[config.mk]
export PLATFORM = sky130hd
export DESIGN_NAME = bank_req_ctrl_flat
export DESIGN_NICKNAME = d
export VERILOG_FILES = /design/src/rtl/bank_pkg.sv /design/src/rtl/bank_req_ctrl_if.sv /design/src/rtl/bank_req_ctrl_rsp_fifo.sv /design/src/rtl/bank_req_ctrl.sv /design/src/flat_wrapper.sv
export SDC_FILE = /design/constraint.sdc
export NUM_CORES = 1
export LEC_CHECK = 0
export BUFFER_PORTS_ARGS = -buffer_cell sky130_fd_sc_hd__buf_2
export CAP_MARGIN = 20
export CORE_MARGIN = 10
export CORE_UTILIZATION = 40
export CTS_CLUSTER_DIAMETER = 30
export DETAILED_ROUTE_END_ITERATION = 16
export PLACE_DENSITY_LB_ADDON = 0.08
export REMOVE_ABC_BUFFERS = 1
export SLEW_MARGIN = 20
export SYNTH_ARGS = -nofsm -noshare
export SYNTH_HDL_FRONTEND = slang
export SYNTH_HIERARCHICAL = 1
export SYNTH_SLANG_ARGS = --single-unit
[constraint.sdc]
create_clock -name clk -period 7.28 [get_ports clk]
set_input_delay 1.092 -clock clk [delete_from_list [all_inputs] [get_ports clk]]
set_output_delay 1.092 -clock clk [all_outputs]
set_load 0.05 [all_outputs]
[src/rtl/bank_pkg.sv]
// Shared types, defaults and width helpers for the bank request front-end.
package bank_pkg;

  typedef enum logic {
    INIT  = 1'b0,
    READY = 1'b1
  } ctrl_state_e;

  localparam int DEFAULT_DATA_WIDTH = 32;
  localparam int DEFAULT_INIT_VALUE = 0;

  function automatic int addr_width(input int byte_aw, input int banks_aw);
    return byte_aw + banks_aw;
  endfunction

  // Bits needed to hold an occupancy value in the range 0..depth.
  function automatic int count_width(input int depth);
    return $clog2(depth + 1);
  endfunction

endpackage

[src/rtl/bank_req_ctrl_if.sv]
// Client-side request and response channels of the bank request front-end.
interface bank_req_ctrl_if #(
  parameter int ADDR_WIDTH = 10,
  parameter int DATA_WIDTH = 32
);
  // Both channels use strict valid/ready: a transfer happens on the rising edge
  // where valid && ready; valid never waits on ready, and ready never looks at
  // the payload.
  logic                  req_valid;
  logic                  req_ready;
  logic                  req_wen;
  logic [ADDR_WIDTH-1:0] req_addr;
  logic [DATA_WIDTH-1:0] req_wdata;
  logic                  rsp_valid;
  logic                  rsp_ready;
  logic [DATA_WIDTH-1:0] rsp_rdata;

  modport master (
    output req_valid, req_wen, req_addr, req_wdata, rsp_ready,
    input  req_ready, rsp_valid, rsp_rdata
  );

  modport slave (
    input  req_valid, req_wen, req_addr, req_wdata, rsp_ready,
    output req_ready, rsp_valid, rsp_rdata
  );
endinterface

[src/rtl/bank_req_ctrl_rsp_fifo.sv]
// Small synchronous FIFO holding read data until the client takes it.
module rsp_fifo
  import bank_pkg::*;
#(
  parameter int DEPTH = 2,
  parameter int WIDTH = 32,
  localparam int CW = count_width(DEPTH),
  localparam int PW = (DEPTH > 1) ? $clog2(DEPTH) : 1
) (
  input  logic             clk,
  input  logic             rst_n,
  input  logic             push,
  input  logic [WIDTH-1:0] din,
  input  logic             pop,
  output logic [WIDTH-1:0] dout,
  output logic             empty,
  output logic             full,
  output logic [CW-1:0]    count
);

  logic [WIDTH-1:0] mem [DEPTH];
  logic [PW-1:0]    wr_ptr;
  logic [PW-1:0]    rd_ptr;
  logic             pop_eff;

  function automatic logic [PW-1:0] next_ptr(input logic [PW-1:0] p);
    return (p == PW'(DEPTH - 1)) ? '0 : p + 1'b1;
  endfunction

  assign empty   = (count == '0);
  assign full    = (count == CW'(DEPTH));
  assign dout    = mem[rd_ptr];
  assign pop_eff = pop && !empty;

  always_ff @(posedge clk) begin
    if (push) mem[wr_ptr] <= din;
  end

  always_ff @(posedge clk or negedge rst_n) begin
    if (!rst_n) begin
      wr_ptr <= '0;
      rd_ptr <= '0;
      count  <= '0;
    end else begin
      if (push)    wr_ptr <= next_ptr(wr_ptr);
      if (pop_eff) rd_ptr <= next_ptr(rd_ptr);
      case ({push, pop_eff})
        2'b10:   count <= count + 1'b1;
        2'b01:   count <= count - 1'b1;
        default: count <= count;
      endcase
    end
  end

endmodule

[src/rtl/bank_req_ctrl.sv]
// Front-end for the banked RAM: init sweep, credit-gated requests, and a
// response FIFO that catches the bank's one-cycle-late read data.
module bank_req_ctrl
  import bank_pkg::*;
#(
  parameter int DATA_WIDTH       = DEFAULT_DATA_WIDTH,
  parameter int BYTE_ADDR_WIDTH  = 8,
  parameter int BANKS_ADDR_WIDTH = 2,
  parameter int RSP_DEPTH        = 2,
  parameter logic [DATA_WIDTH-1:0] INIT_VALUE = DATA_WIDTH'(DEFAULT_INIT_VALUE),
  localparam int ADDR_WIDTH = addr_width(BYTE_ADDR_WIDTH, BANKS_ADDR_WIDTH)
) (
  input  logic                  clk,
  input  logic                  rst_n,
  input  logic                  clear_req,
  output logic                  init_done,
  output ctrl_state_e           state_dbg,
  bank_req_ctrl_if.slave        bus,
  output logic                  bank_en,
  output logic                  bank_wen,
  output logic [ADDR_WIDTH-1:0] bank_addr,
  output logic [DATA_WIDTH-1:0] bank_din,
  input  logic [DATA_WIDTH-1:0] bank_dout
);

  localparam int CW = count_width(RSP_DEPTH);

  ctrl_state_e           state, state_next;
  logic [ADDR_WIDTH-1:0] init_cnt, init_cnt_next;
  logic                  inflight;
  logic                  accept;
  logic                  fifo_empty;
  logic                  fifo_full;
  logic [CW-1:0]         fifo_count;
  logic [CW:0]           used_slots;

  // A read holds a credit from acceptance until its data sits in the FIFO.
  assign used_slots    = {1'b0, fifo_count} + {{CW{1'b0}}, inflight};
  assign bus.req_ready = (state == READY) && (used_slots < (CW + 1)'(RSP_DEPTH));
  assign accept        = bus.req_valid && bus.req_ready;
  assign init_done     = (state == READY);
  assign state_dbg     = state;
  assign bus.rsp_valid = !fifo_empty;

  always_ff @(posedge clk or negedge rst_n) begin
    if (!rst_n) begin
      state    <= INIT;
      init_cnt <= '0;
      inflight <= 1'b0;
    end else begin
      state    <= state_next;
      init_cnt <= init_cnt_next;
      inflight <= accept && !bus.req_wen;
    end
  end

  always_comb begin
    state_next    = state;
    init_cnt_next = init_cnt;
    bank_en       = 1'b0;
    bank_wen      = 1'b0;
    bank_addr     = '0;
    bank_din      = '0;
    unique case (state)
      INIT: begin
        bank_en       = 1'b1;
        bank_wen      = 1'b1;
        bank_addr     = init_cnt;
        bank_din      = INIT_VALUE;
        // The counter wraps to zero on the last write, ready for the next sweep.
        init_cnt_next = init_cnt + 1'b1;
        if (init_cnt == '1) state_next = READY;
      end
      READY: begin
        if (accept) begin
          bank_en   = 1'b1;
          bank_wen  = bus.req_wen;
          bank_addr = bus.req_addr;
          bank_din  = bus.req_wdata;
        end
        if (clear_req) state_next = INIT;
      end
      default: state_next = INIT;
    endcase
  end

  rsp_fifo #(
    .DEPTH (RSP_DEPTH),
    .WIDTH (DATA_WIDTH)
  ) u_rsp_fifo (
    .clk   (clk),
    .rst_n (rst_n),
    .push  (inflight),
    .din   (bank_dout),
    .pop   (bus.rsp_ready),
    .dout  (bus.rsp_rdata),
    .empty (fifo_empty),
    .full  (fifo_full),
    .count (fifo_count)
  );

  a_no_overflow: assert property (@(posedge clk) disable iff (!rst_n) !(inflight && fifo_full))
    else $error("response FIFO push while full");

endmodule
[src/flat_wrapper.sv]
// flat-port wrapper written by rule: the top's interface ports become plain ports
module bank_req_ctrl_flat import bank_pkg::*;
#(
  parameter int DATA_WIDTH       = DEFAULT_DATA_WIDTH,
  parameter int BYTE_ADDR_WIDTH  = 8,
  parameter int BANKS_ADDR_WIDTH = 2,
  parameter int RSP_DEPTH        = 2,
  parameter logic [DATA_WIDTH-1:0] INIT_VALUE = DATA_WIDTH'(DEFAULT_INIT_VALUE),
  localparam int ADDR_WIDTH = addr_width(BYTE_ADDR_WIDTH, BANKS_ADDR_WIDTH)
)
  (clk, rst_n, clear_req, init_done, state_dbg, bank_en, bank_wen, bank_addr, bank_din, bank_dout, bus_req_valid, bus_req_wen, bus_req_addr, bus_req_wdata, bus_rsp_ready, bus_req_ready, bus_rsp_valid, bus_rsp_rdata);
  bank_req_ctrl_if #(.DATA_WIDTH(DATA_WIDTH)) bus_i ();
  input  logic clk;
  input  logic rst_n;
  input  logic clear_req;
  output logic init_done;
  output ctrl_state_e state_dbg;
  output logic bank_en;
  output logic bank_wen;
  output logic [ADDR_WIDTH-1:0] bank_addr;
  output logic [DATA_WIDTH-1:0] bank_din;
  input  logic [DATA_WIDTH-1:0] bank_dout;
  input wire logic [$bits(bus_i.req_valid)-1:0] bus_req_valid;
  input wire logic [$bits(bus_i.req_wen)-1:0] bus_req_wen;
  input wire logic [$bits(bus_i.req_addr)-1:0] bus_req_addr;
  input wire logic [$bits(bus_i.req_wdata)-1:0] bus_req_wdata;
  input wire logic [$bits(bus_i.rsp_ready)-1:0] bus_rsp_ready;
  output wire logic [$bits(bus_i.req_ready)-1:0] bus_req_ready;
  output wire logic [$bits(bus_i.rsp_valid)-1:0] bus_rsp_valid;
  output wire logic [$bits(bus_i.rsp_rdata)-1:0] bus_rsp_rdata;
  assign bus_i.req_valid = bus_req_valid;
  assign bus_i.req_wen = bus_req_wen;
  assign bus_i.req_addr = bus_req_addr;
  assign bus_i.req_wdata = bus_req_wdata;
  assign bus_i.rsp_ready = bus_rsp_ready;
  assign bus_req_ready = bus_i.req_ready;
  assign bus_rsp_valid = bus_i.rsp_valid;
  assign bus_rsp_rdata = bus_i.rsp_rdata;
  bank_req_ctrl #(.DATA_WIDTH(DATA_WIDTH), .BYTE_ADDR_WIDTH(BYTE_ADDR_WIDTH), .BANKS_ADDR_WIDTH(BANKS_ADDR_WIDTH), .RSP_DEPTH(RSP_DEPTH), .INIT_VALUE(INIT_VALUE)) u_core (.clk(clk), .rst_n(rst_n), .clear_req(clear_req), .init_done(init_done), .state_dbg(state_dbg), .bus(bus_i), .bank_en(bank_en), .bank_wen(bank_wen), .bank_addr(bank_addr), .bank_din(bank_din), .bank_dout(bank_dout));
endmodule
### After elaboration in Yosys (flattened, before gate mapping)

Memory sizes are Yosys's and may differ from the RTL's.
Index checks and enable logic that the tools add are counted.

| storage, ports and cells | value |
|---|---|
| flip-flop bits (word level) | 16 |
| bits in writable memories | 64 |
| input bits | 80 |
| word-level logic and storage cells | 42 |
| memories | 1 |

| operators by class | value |
|---|---|
| $add $sub $neg | 6 |
| order comparisons | 1 |
| equal/unequal tests | 3 |
| multiplexer cells | 16 |
| bitwise logic cells | 1 |
| reduce and logical (&&, ||, !) cells | 8 |

Memory list:

| memory | words | width | read ports | clocked after memory_dff | wr ports | RTL line | source |
|---|---|---|---|---|---|---|---|
| u_core.u_rsp_fifo.mem | 2 | 32 | 1 | 0 | 1 | bank_req_ctrl_rsp_fifo.sv:21 | `logic [WIDTH-1:0] mem [DEPTH];` |

Operator list:

| cell | count |
|---|---|
| $pmux 32 s2 | 1 |
| $mux 32 | 1 |
| $pmux 10 s2 | 1 |
| $add 10x1->10 const B | 1 |
| $eq 10x10->1 const B | 1 |
| $mux 10 | 1 |
| $mux 1 | 8 |
| $pmux 1 s2 | 3 |
| $logic_and 1x1->1 | 4 |
| $pmux 2 s2 | 1 |
| $add 2x1->3 | 1 |
| $lt 3x2->1 const B | 1 |
| $add 1x1->1 const B | 2 |
| $add 2x1->2 const B | 1 |
| $eq 2x1->1 const B | 1 |
| $eq 2x2->1 const B | 1 |
| $logic_not 1->1 | 2 |
| $logic_not 2->1 | 1 |
| $reduce_bool 2->1 | 1 |
| $sub 2x1->2 const B | 1 |
| $not 1->1 | 1 |

### Longest topological paths before layout

| depth | value |
|---|---|
| word-level depth | 6 |
| mapped depth | 6 |
| gate-level depth less buffers | 6 |

### Hierarchy

Netlist, hierarchy kept.

Modules (own cells, without submodules):

| module | instances | cells an instance | area an instance (µm²) |
|---|---|---|---|
| rsp_fifo | 1 | 117 | 2655.0 |
| bank_req_ctrl | 1 | 94 | 882.1 |

### Least setup slack after synthesis

Ideal clock, no wire load.

| timing | value |
|---|---|
| path kind | reg-to-output |
| start point | register u_core.state (netlist: u_core/init_done) |
| end point | output bus_req_ready |
| arrival time | 2.285 ns |
| data required time | 6.188 ns |
| slack | 3.903 ns |
| cell stages (with the launch flop) | 4 |
| buffers on the path | 1 |
| cells stage by stage | dfrtp_1 inv_2 clkbuf_1 a211oi_1 |

| on the way | value |
|---|---|
| cells in the longest elaborated chain, start to end | 1 |

RTL lines:

| item | RTL line | source |
|---|---|---|
| start, declared | bank_req_ctrl.sv:28 | `ctrl_state_e state, state_next;` |
| start signal, assigned | bank_req_ctrl.sv:51 | `state <= state_next;` |
| $logic_and 1x1->1 | bank_req_ctrl.sv:39 | `assign bus.req_ready = (state == READY) && (used_slots < (CW + 1)'(RSP_DEPTH));` |
| end, declared | flat_wrapper.sv:28 | `output wire logic [$bits(bus_i.req_ready)-1:0] bus_req_ready;` |

Every way passes these cells.

### Worst setup path in the final report

| timing | value |
|---|---|
| start point | input bus_req_valid |
| end point | output bank_din[11] |

| on the way | value |
|---|---|
| cells in the longest elaborated chain, start to end | 3 |

RTL lines:

| item | RTL line | source |
|---|---|---|
| start, declared | flat_wrapper.sv:23 | `input wire logic [$bits(bus_i.req_valid)-1:0] bus_req_valid;` |
| $logic_and 1x1->1 | bank_req_ctrl.sv:40 | `assign accept = bus.req_valid && bus.req_ready;` |
| $mux 32 | bank_req_ctrl.sv:75 | `if (accept) begin` |
| $pmux 32 s2 | bank_req_ctrl.sv:64 | `unique case (state)` |
| end, declared | flat_wrapper.sv:21 | `output logic [DATA_WIDTH-1:0] bank_din;` |

Every way passes these cells.

==> flow_summary.ini <==
[timing]
fmax_ghz = 0.294
min_period_ns = 3.40
worst_pin_slew_ns = 1.06
finClkSkew_ns = 0.0109
min_period_over_period_pct = 46.7
setup_viol = 0
relSlewSlack_pct = 29.5
finalSetupTns_ns = 0
hold_violations = 0
slew_violations = 0
rsz0062_at_grt = no
setup_slack_ns = 3.88

[placement]
port_buffers = 159
hpwl_mm = 6.57
dp_cells = 469
place_ws_ns = 3.87
gp_congestion = 0.744

[worst_setup_path]
cp-end-kind = primary output
path_buf_inv = 4
worstSetupPathType = input pin to primary output
crit_family = buffers and inverters
slowest_stage = buf_4
crit_top_cell = buf_2
path_cells = buf_2, inv_1, a2111oi_4, buf_4, and2_1, buf_2
cp.arrival_ns = 2.31
crit_required_ns = 6.19
cp-start-kind = input pin
cp_max_fo = 45
slowest_delay_ns = 0.35

[clock_network]
path_clk_slew_ns = 0.07
cts_tree = yes
cts_buffer_depth = 2
clock_sinks = 80
cts_resized = 0
postCtsSetupBuffers = 0
numCtsBuffers = 9
cts_root_buf = clkbuf_8
cts_hold_buf = 0
clk-insertion-delay-late_ns = 0.34
htree_levels = 3

[global_route]
grt_util_met1_pct = 12.9
overflow = 0
first_global_vias = 2556
grt_pass1_wl_mm = 13.4
antenna_found_initial = 0
grtUsageMet3_pct = 7.82
grt_util_all_layers_pct = 13.1
grt_max_degree = 46
top_usage_layer = met2
grtUsageMet2_pct = 22.3

[drt]
totalWireLength_mm = 8.51
drt_iter0_drc = 81
vias = 2260
post-route-drc-count = 0
via_per_inst = 4.67
drt-wirelength-per-cell_um = 17.6
ant_nets = 0
first_pass_iters = 3

[die]
num_io_pins = 160
row_count = 34
die_h_um = 114
start_util_pct = 40.9
coreArea_um2 = 8640
die_area_um2 = 13000
die_w_um = 114

[flow_run]
drv_cap = 0

[synth]
postSynthAreaPerCell_um2 = 16.8
yosysWarnings = 6
synthCells = 210
netlist_area_um2 = 3530

[cells_and_area]
num-fill-cells = 767
drive_gt1_share_pct = 56.6
antenna_cells = 0
final_cells = 484
syn_to_final_growth_pct = 30.7
layout.nets = 454
postLayoutCoreUtil_pct = 53.4

[outcome]
outcome = finished, final reports clean

[power_and_ir_drop]
power_density_nw_per_um2 = 330
ir_drop_mv = 0.146
p_leak_uw = 0.00209

[min_path]
worst_hold_path_type = flip-flop to flip-flop
per-stage QoR:
step | instance area (um2) | total power [uW] | hold slack [ns]
after detailed placement | 4380 | 1170 | 0.489
after CTS | 4610 | 1550 | 0.505
after global placement | 4380 | 1160 | 0.485
final | 4610 | 1520 | 0.510
after floorplan | 3430 | 1030 | 0.453
after global routing | 4610 | 1600 | 0.532
state kept, by name, summed over array words and instances, names as in the netlist:
register and count:
u_core/u_rsp_fifo/mem 64, u_core/init_cnt 10, u_core/u_rsp_fifo/count 2, u_core/inflight 1, u_core/init_done 1, u_core/u_rsp_fifo/rd_ptr 1
u_core/u_rsp_fifo/wr_ptr 1
worst paths after layout:
| path | startpoint | end | cells past startpoint | slack [ns] |
|---|---|---|---|---|
| worst max-delay path | bus_req_valid | bank_din[11] | 6 | 3.88 |
| worst min-delay path | u_core/init_cnt[6] | u_core/init_cnt[6] | 1 | 0.51 |
| worst max register to register | u_core/inflight | u_core/u_rsp_fifo/mem[0][9] | 2 | 5.56 |
| worst min register to register | u_core/init_cnt[6] | u_core/init_cnt[6] | 1 | 0.51 |
| max in group asynchronous | rst_n | u_core/u_rsp_fifo/rd_ptr | 1 | 6.33 |
| min in group asynchronous | rst_n | u_core/init_done | 1 | 0.66 |
cells in the final DEF, fill, tap and decap left out, types with 4 or more instances in the layout:
cell / instances
a22o_1: 8
and2_1: 33
buf_2: 159
clkbuf_8: 9
dfrtp_1: 15
edfxtp_1: 64
mux2_2: 4
mux2_4: 29
nand4_1: 5
xnor2_1: 11
power by group:
group | switching (uW) | internal [uW] | total, uW | leakage [uW]
clock network | 149 | 227 | 375 | 0.000113
logic | 328 | 206 | 534 | 0.00121
registers | 92.9 | 523 | 616 | 0.000775
worst reg2reg max path: stages, from the launching register on:
cell and delay (ns):
dfrtp_1 0.46, inv_1 0.13, nor2_4 0.75
layer usage:
layer,wire [um],share of wire [%]
met5,0,0
met4,93,1.1
met3,1130,13
met2,4280,50
met1,3000,35
area by class of cell:
| class | instances | area [um2] | area share, % |
|---|---|---|---|
| inverters | 4 | 15.0 | 0.325 |
| clock buffers | 10 | 128 | 2.77 |
| flip-flops and latches | 80 | 2320 | 50.4 |
| clock inverters | 5 | 106 | 2.30 |
| repair buffers | 161 | 811 | 17.6 |
| multi-input cells | 116 | 1100 | 23.8 |
| well taps | 108 | 135 | 2.93 |
Power figures use the tool's default switching activity.
